File: src/rtl/control_multiplicador_fp.sv
// Sequencer for a shared 8x8 mantissa multiplier. It produces floating-point products for two
// round-robin requesters. Optional build macro: FP_CERO_DETECT_EN (an exponent-0 operand is treated as zero).
//
// state    | meaning
// S_IDLE   | waiting for a request; grants one requester by round-robin
// S_MULT   | multiplier operands held for MUL_ESPERA cycles, result sampled on the last one
// S_EXP    | sign/exponent computed, overflow/underflow resolved, result registered
// S_SALIDA | result presented on o_valid until the consumer takes it
module control_multiplicador_fp #(
   parameter int EXP_W      = 7,
   parameter int MUL_ESPERA = 1
) (
   input  logic               i_clk,
   input  logic               i_rst_n,
   input  logic               i_valid_a,
   input  logic               i_valid_b,
   input  logic [EXP_W+8:0]   i_op1_a,
   input  logic [EXP_W+8:0]   i_op2_a,
   input  logic [EXP_W+8:0]   i_op1_b,
   input  logic [EXP_W+8:0]   i_op2_b,
   output logic               o_ready_a,
   output logic               o_ready_b,
   output logic [7:0]         o_mul_mantiza_1,
   output logic [7:0]         o_mul_mantiza_2,
   input  logic [7:0]         i_mul_mantiza,
   input  logic               i_mul_aviso,
   output logic               o_valid,
   input  logic               i_ready,
   output logic [EXP_W+8:0]   o_resultado,
   output logic               o_id,
   output logic               o_overflow,
   output logic               o_underflow
);

   localparam int W     = EXP_W + 9;
   localparam int CNT_W = (MUL_ESPERA > 1) ? $clog2(MUL_ESPERA) : 1;
   localparam logic [CNT_W-1:0] CNT_INI     = CNT_W'(MUL_ESPERA - 1);
   localparam logic [EXP_W+1:0] BIAS_EXT    = (EXP_W+2)'(2**(EXP_W-1) - 1);
   localparam logic [EXP_W+1:0] EXP_MAX_EXT = (EXP_W+2)'(2**EXP_W - 1);

   typedef enum logic [1:0] {S_IDLE, S_MULT, S_EXP, S_SALIDA} state_t;

   state_t             state, state_nxt;
   logic               grant_a, grant_b;
   logic               ultimo_b;
   logic [CNT_W-1:0]   cnt;
   logic [W-1:0]       op1_sel, op2_sel;
   logic               cero_op;
   logic [EXP_W-1:0]   e1_q, e2_q;
   logic               signo_q, id_q, cero_q, aviso_q;
   logic [7:0]         mant_q;
   logic [EXP_W+1:0]   e_sum;
   logic               ovf, unf;
   logic [W-1:0]       res_calc;

   always_comb begin
      grant_a   = i_valid_a & (~i_valid_b | ultimo_b);
      grant_b   = i_valid_b & (~i_valid_a | ~ultimo_b);
      o_ready_a = (state == S_IDLE) & grant_a;
      o_ready_b = (state == S_IDLE) & grant_b;
      op1_sel   = grant_b ? i_op1_b : i_op1_a;
      op2_sel   = grant_b ? i_op2_b : i_op2_a;
      state_nxt = state;
      case (state)
         S_IDLE:   if (grant_a | grant_b) state_nxt = S_MULT;
         S_MULT:   if (cnt == '0)         state_nxt = S_EXP;
         S_EXP:                           state_nxt = S_SALIDA;
         S_SALIDA: if (i_ready)           state_nxt = S_IDLE;
         default:                         state_nxt = S_IDLE;
      endcase
   end

`ifdef FP_CERO_DETECT_EN
   assign cero_op = (op1_sel[W-2 -: EXP_W] == '0) | (op2_sel[W-2 -: EXP_W] == '0);
`else
   assign cero_op = 1'b0;
`endif

   // Unsigned sum read as a signed EXP_W+2 value; its range never reaches the sign bit from above.
   always_comb begin
      e_sum    = {2'b00, e1_q} + {2'b00, e2_q} + {{(EXP_W+1){1'b0}}, aviso_q} - BIAS_EXT;
      ovf      = ~e_sum[EXP_W+1] & (e_sum >= EXP_MAX_EXT);
      unf      = e_sum[EXP_W+1] | (e_sum == '0);
      res_calc = '0;
      if (cero_q)
         res_calc = '0;
      else if (ovf)
         res_calc = {signo_q, {EXP_W{1'b1}}, 8'h00};
      else if (unf)
         res_calc = '0;
      else
         res_calc = {signo_q, e_sum[EXP_W-1:0], mant_q};
   end

   always_ff @(posedge i_clk or negedge i_rst_n) begin
      if (!i_rst_n)
         state <= S_IDLE;
      else
         state <= state_nxt;
   end

   always_ff @(posedge i_clk or negedge i_rst_n) begin
      if (!i_rst_n) begin
         ultimo_b        <= 1'b1;
         cnt             <= '0;
         e1_q            <= '0;
         e2_q            <= '0;
         signo_q         <= 1'b0;
         id_q            <= 1'b0;
         cero_q          <= 1'b0;
         aviso_q         <= 1'b0;
         mant_q          <= '0;
         o_mul_mantiza_1 <= '0;
         o_mul_mantiza_2 <= '0;
         o_valid         <= 1'b0;
         o_resultado     <= '0;
         o_id            <= 1'b0;
         o_overflow      <= 1'b0;
         o_underflow     <= 1'b0;
      end else begin
         case (state)
            S_IDLE: begin
               if (grant_a | grant_b) begin
                  e1_q            <= op1_sel[W-2 -: EXP_W];
                  e2_q            <= op2_sel[W-2 -: EXP_W];
                  signo_q         <= op1_sel[W-1] ^ op2_sel[W-1];
                  id_q            <= grant_b;
                  cero_q          <= cero_op;
                  o_mul_mantiza_1 <= op1_sel[7:0];
                  o_mul_mantiza_2 <= op2_sel[7:0];
                  cnt             <= CNT_INI;
               end
            end
            S_MULT: begin
               if (cnt == '0) begin
                  mant_q  <= i_mul_mantiza;
                  aviso_q <= i_mul_aviso;
               end else begin
                  cnt <= cnt - 1'b1;
               end
            end
            S_EXP: begin
               o_resultado <= res_calc;
               o_overflow  <= ~cero_q & ovf;
               o_underflow <= ~cero_q & ~ovf & unf;
               o_id        <= id_q;
               o_valid     <= 1'b1;
            end
            S_SALIDA: begin
               if (i_ready) begin
                  o_valid     <= 1'b0;
                  o_overflow  <= 1'b0;
                  o_underflow <= 1'b0;
                  ultimo_b    <= o_id;
               end
            end
            default: ;
         endcase
      end
   end

endmodule

File: config.mk
export PLATFORM = sky130hd
export DESIGN_NAME = control_multiplicador_fp
export DESIGN_NICKNAME = d
export VERILOG_FILES = /design/src/rtl/control_multiplicador_fp.sv
export SDC_FILE = /design/constraint.sdc
export NUM_CORES = 1
export LEC_CHECK = 0
export CORE_AREA = 2 2 113 71
export DETAILED_ROUTE_END_ITERATION = 6
export DIE_AREA = 0 0 115 73
export GPL_ROUTABILITY_DRIVEN = 0
export PLACE_DENSITY = 0.79
export REMOVE_ABC_BUFFERS = 1
export SYNTH_ARGS = -nofsm -noshare
export SYNTH_HDL_FRONTEND = slang
export SYNTH_SLANG_ARGS = --single-unit
File: constraint.sdc
create_clock -name i_clk -period 3.3 [get_ports i_clk]
set_clock_uncertainty 0.15 [all_clocks]
set_input_delay 0.66 -clock i_clk [delete_from_list [all_inputs] [get_ports i_clk]]
set_output_delay 0.66 -clock i_clk [all_outputs]
set_load 0.02 [all_outputs]
* Word-level counts from Yosys, hierarchy flattened
Index checks and enable logic that the tools add are counted.
** Word-level totals
- Input bits :: 78
- Word-level logic and storage cells :: 69
- Bits in registers :: 65
- Output and inout port bits :: 38
** Operators by class
- Eq/ne operators :: 6
- Reductions and logical operators :: 10
- Add/subtract/negate cells :: 4
- Muxes and demuxes :: 15
- Bitwise logic cells :: 17
- $lt $le $gt $ge :: 1
** Operators by type and width (count)
- $mux 16 :: 4
- $reduce_and 2->1 :: 5
- $add 8x1->9 :: 1
- $ge 9x7->1 const B :: 1
- $logic_not 9->1 :: 1
- $sub 9x6->9 const B :: 1
- $add 7x7->8 :: 1
- $pmux 1 s2 :: 4
- $pmux 2 s4 :: 1
- $and 1x1->1 :: 6
- $mux 2 :: 3
- $not 1->1 :: 6
- $eq 2x2->1 const B :: 2
- $ne 2x2->1 const B :: 2
- $or 1x1->1 :: 4
- $reduce_bool 2->1 :: 2
- $mux 1 :: 3
- $reduce_and 3->1 :: 1
- $eq 2x1->1 const B :: 1
- $logic_not 2->1 :: 1
- $ne 2x1->1 const B :: 1
- $sub 1x1->1 const B :: 1
- $xor 1x1->1 :: 1

* Longest topological paths before layout
Gate-level depths: netlist (run 1).
- Depth in word-level cells :: 8
- Gate-level depth with buffers :: 12
- Gate-level depth less buffers :: 12

* Worst setup path after synthesis (run 1)
No wires, ideal clock.
- Path type :: reg-to-reg
- Start point :: register e1_q[0]
- End point :: register o_underflow
- Required time :: 3055 ps
- Setup time :: 95 ps
- Period minus slack after synthesis :: 2894 ps
- Data arrival time :: 2648 ps
- Path buffers :: 0
- Path slack :: 406 ps
- Stages on the path, launching flop included :: 13
- Cell sequence :: dfrtp_1 inv_1 ha_1 inv_1 ha_1 fa_1 a21o_1 a21oi_1 xnor2_1 or4_4 nor4_4 a21oi_1 o31ai_1
** Between the ends
- Cells in the longest elaborated chain, start to end :: 8
- Elaborated cells on any way between the ends :: 11
- Classes of those cells :: 3 x add/sub; 1 x order compare; 1 x mux; 5 x bitwise; 1 x reduce/logical
** Ends and longest elaborated chain
- from (decl) :: line 49 : logic [EXP_W-1:0] e1_q, e2_q;
- from (signal assigned) :: line 124 : e1_q <= op1_sel[W-2 -: EXP_W];
- $add 7x7->8 * :: line 81 : e_sum = {2'b00, e1_q} + {2'b00, e2_q} + {{(EXP_W+1){1'b0}}, aviso_q} - BIAS_EXT;
- $add 8x1->9 * :: line 81
- $sub 9x6->9 * :: line 81
- $ge 9x7->1 or $not 1->1 (tied branches) :: line 82 : ovf = ~e_sum[EXP_W+1] & (e_sum >= EXP_MAX_EXT);
- $and 1x1->1 :: line 82
- $not 1->1 :: line 145 : o_underflow <= ~cero_q & ~ovf & unf;
- $and 1x1->1 * :: line 145
- $pmux 1 s2 * :: line 121 : case (state)
- to (signal assigned) :: line 145
- to (decl) :: line 32 : output logic o_underflow
Every way passes the cells marked *; elsewhere a longest branch is shown, timed or not.
A chain may end at the register's enable or synchronous reset.

* Worst setup path after layout (run 1)
- Start point :: register e1_q[0]
- End point :: register o_resultado[4]
** Between the ends
- Cells in the longest elaborated chain, start to end :: 7
- Elaborated cells on any way between the ends :: 10
- Classes of those cells :: 3 x add/sub; 1 x order compare; 2 x mux; 3 x bitwise; 1 x reduce/logical
** Ends and longest elaborated chain
- $add 7x7->8 * :: line 81
- $add 8x1->9 * :: line 81
- $sub 9x6->9 * :: line 81
- branches (longest 3 deep; another with $ge 9x7->1)
- $mux 16 * :: line 87 : else if (ovf)
- to (signal assigned) :: line 143 : o_resultado <= res_calc;
- to (decl) :: line 29 : output logic [EXP_W+8:0] o_resultado,
Every way passes the cells marked *.

==> flow_metrics.py, run 1 <==
metrics = {
    "run_status": {
        "status": "completed",
    },
    "synth": {
        "netlist.area_leader.share": 0.490,
        "synth_ff_type": "dfrtp_1",
        "ys_seq_area_frac": 0.498,
        "yosysMostFrequentCell": "dfrtp_1",
        "syn_inst": 294,
        "synthTopCellsByArea": "dfrtp_1, mux2i_1, ha_1, o21ai_0, nand2_1",
        "synth-seq-cells": 64,
        "yosys.area.top_type": "dfrtp_1",
        "avgSynthCellArea_um2": 10.9,
        "synth_area_um2": 3220,
        "async_flop_share": 1.00,
        "synth_cell_types": 36,
        "yosys_warnings": 0,
        "synth_commonest_cells": "dfrtp_1, nand2_1, o21ai_0, mux2i_1, ha_1",
        "synth_edf_count": 0,
    },
    "cts": {
        "hold_buffers": 0,
        "clockBufferDepth": 2,
        "clk_pin_slew_worst_paths_ns": 0.06,
        "cts.sinks": 64,
        "cts_root_buf": "clkbuf_16",
        "tritoncts": "yes",
        "worstSkewPairLatency_ns": 0.32,
        "numCtsBuffers": 9,
        "htreeDepth": 3,
    },
    "placement": {
        "io_buffers": 115,
        "dp.cells": 494,
        "dp_hpwl_mm": 5.24,
        "dpl_cell_area_um2": 4490,
    },
    "routing": {
        "wl_per_cell_um": 14.3,
        "wirelength_mm": 7.30,
        "final_antenna_net_count": 0,
        "viasPerCell": 4.98,
        "drt-initial-drc-count": 126,
        "firstDrtPassIters": 4,
        "drc_errors": 0,
        "dr_total_vias": 2544,
    },
    "die": {
        "die_h_um": 73,
        "die_x_um": 115,
        "die_area_um2": 8400,
        "start_util": 0.429,
        "row_count": 25,
        "core-area_um2": 7510,
        "io_pins": 116,
    },
    "global_routing": {
        "gr-usage-all-layers": 0.186,
        "antenna_found_initial": 0,
        "grt_pass1_wl_mm": 12.1,
        "grt_pass1_vias": 2609,
        "overflow": 0,
        "grt_max_degree": 65,
    },
    "final_layout": {
        "seqCellArea_um2": 1600,
        "drive_gt1_frac": 0.103,
        "diodes": 0,
        "multi_input_area_um2": 1540,
        "fin_cells": 511,
        "fin_area_um2": 4820,
        "final_nets": 509,
        "n_fill_cell": 593,
        "utilization": 0.643,
        "syn2layout_area_growth_pct": 49.9,
    },
    "power": {
        "clkPwrFrac": 0.199,
        "switching_share": 0.401,
        "powerDensity_nw_per_um2": 1050,
        "seq_power_share": 0.268,
        "p_comb_frac": 0.532,
        "p_leak_nw": 2.17,
        "power.internal_mw": 3.03,
        "worst_ir_drop_vdd_mv": 0.395,
        "p_sw_mw": 2.03,
    },
    "worst_setup_path": {
        "max_stage_delay_ns": 0.44,
        "critPathRequiredTime_ns": 3.36,
        "crit_chain": "inv_1, ha_1, inv_1, ha_1, fa_2, a21o_1, a21oi_2, xnor2_1, or4_4, nor4_4, nor4_4, buf_4, a22o_1",
        "end_kind": "flip-flop",
        "path_buf_inv": 3,
        "crit_family": "adder cells",
        "critPathSlowestCell": "or4_4",
        "arrival_ns": 3.18,
        "cp-start-kind": "flip-flop",
        "worstSetupPathType": "reg -> reg",
        "critical_path.max_fanout": 8,
    },
    "sta": {
        "whs_ns": 0.325,
        "finalHoldViolCount": 0,
        "finalMaxSlewViolations": 0,
        "min_period_ns": 3.12,
        "slew_headroom": 0.464,
        "period_share": 0.946,
        "fmax_mhz": 320,
        "tightest_slew_ns": 0.804,
        "finalSetupViolations": 0,
        "grt_setup_unrepaired": "false",
    },
    "job": {
        "cap_violations": 0,
    },
    "worst_hold_path": {
        "holdCritPathClass": "reg -> reg",
    },
}
[power groups by stage]
stage / clock, mW / combinational [mW] / sequential, mW
floorplan: 0 / 1.57 / 1.56
global placement: 0 / 2.59 / 1.36
detailed placement: 0 / 2.65 / 1.37
CTS: 1.03 / 2.67 / 1.36
global route: 1.07 / 3.00 / 1.41
finish: 1.01 / 2.70 / 1.36
[stage by stage]
stage                     TNS [ns]  setup WS, ns  power, mW
after detailed placement         0         0.165       4.02
after floorplan             -35.85         -1.12       3.13
after global placement           0         0.241       3.95
after CTS                        0         0.149       5.07
after global routing             0       0.00621       5.48
final                            0         0.178       5.07
[final timing paths]
| path | start | to | slack (ns) | cells past startpoint |
|---|---|---|---|---|
| max | e1_q[0] | o_resultado[4] | 0.18 | 13 |
| min | o_mul_mantiza_2[6] | o_mul_mantiza_2[6] | 0.33 | 2 |
| max reg2reg | e1_q[0] | o_resultado[4] | 0.18 | 13 |
| min reg2reg | o_mul_mantiza_2[6] | o_mul_mantiza_2[6] | 0.33 | 2 |
| max in group asynchronous | i_rst_n | o_mul_mantiza_1[7] | 2.12 | 2 |
| min in group asynchronous | i_rst_n | o_resultado[6] | 0.36 | 2 |
[layout make-up]
type / instances / share of cell area
Inverter: 14 / 0.0109
Clock inverter: 7 / 0.0197
Clock buffer: 9 / 0.0467
Tap cell: 94 / 0.0244
Timing Repair Buffer: 119 / 0.246
Multi-Input combinational cell: 204 / 0.320
Sequential cell: 64 / 0.332
[cells in the final DEF (no fill, tap or decap), drive strengths merged, types with 7 or more instances in the layout]
master,count
a21oi,7
a22o,9
clkbuf,9
clkdlybuf4s50,114
dfrtp,63
ha,18
inv,15
mux2,10
mux2i,30
nand2,38
nor2,15
o21ai,35
[what timing repair did]
item / CTS / global route
resized for setup: 0 / 2
endpoints found under the hold margin: 0 / 0
setup buffers: 0 / 1
endpoints found under the setup margin: 0 / 8
[logic make-up (layout without fill, tap and decap cells)]
group | after synthesis | in the layout | share of synthesized area
adder cells (fa/ha/maj) | 19 | 19 | 0.0762
buffers and inverters | 26 | 149 | 0.0303
AND/OR/NAND/NOR | 66 | 66 | 0.0988
XOR/XNOR | 9 | 9 | 0.0268
multiplexers | 40 | 40 | 0.128
AO/OA/AOI/OAI | 70 | 70 | 0.142
flip-flops | 64 | 64 | 0.498
[metal layers]
layer	vias to the layer above	global-route usage	wire length (µm)
met2	86	0.276	3170
li1	1272	-	-
met3	2	0.0648	590
met5	-	0	0
met1	1184	0.251	3510
met4	0	0.0723	36
[flip-flops by register name, indices dropped and copies added (netlist names)]
signal	cells
o_mul_mantiza_2	8
e2_q	7
e1_q	7
o_resultado	16
o_valid	1
o_mul_mantiza_1	8
aviso_q	1
o_overflow	1
o_id	1
id_q	1
state	2
mant_q	8
signo_q	1
o_underflow	1
ultimo_b	1
[worst reg2reg max path, delay by kind of cell, from the launching register on]
kind	cells	cell delay [ns]
AO/OA/AOI/OAI	3	0.54
AND/OR/NAND/NOR	3	0.81
adder cells (fa/ha/maj)	3	0.81
flip-flops	1	0.34
buffers and inverters	3	0.26
XOR/XNOR	1	0.10
(Power assumes the default switching activity.)
==> run 2: changes to the inputs <==
- CTS_CLUSTER_DIAMETER: default -> 120
==> results of run 2 <==
No change in the layout: final DEF, timing and power equal those of run 1.
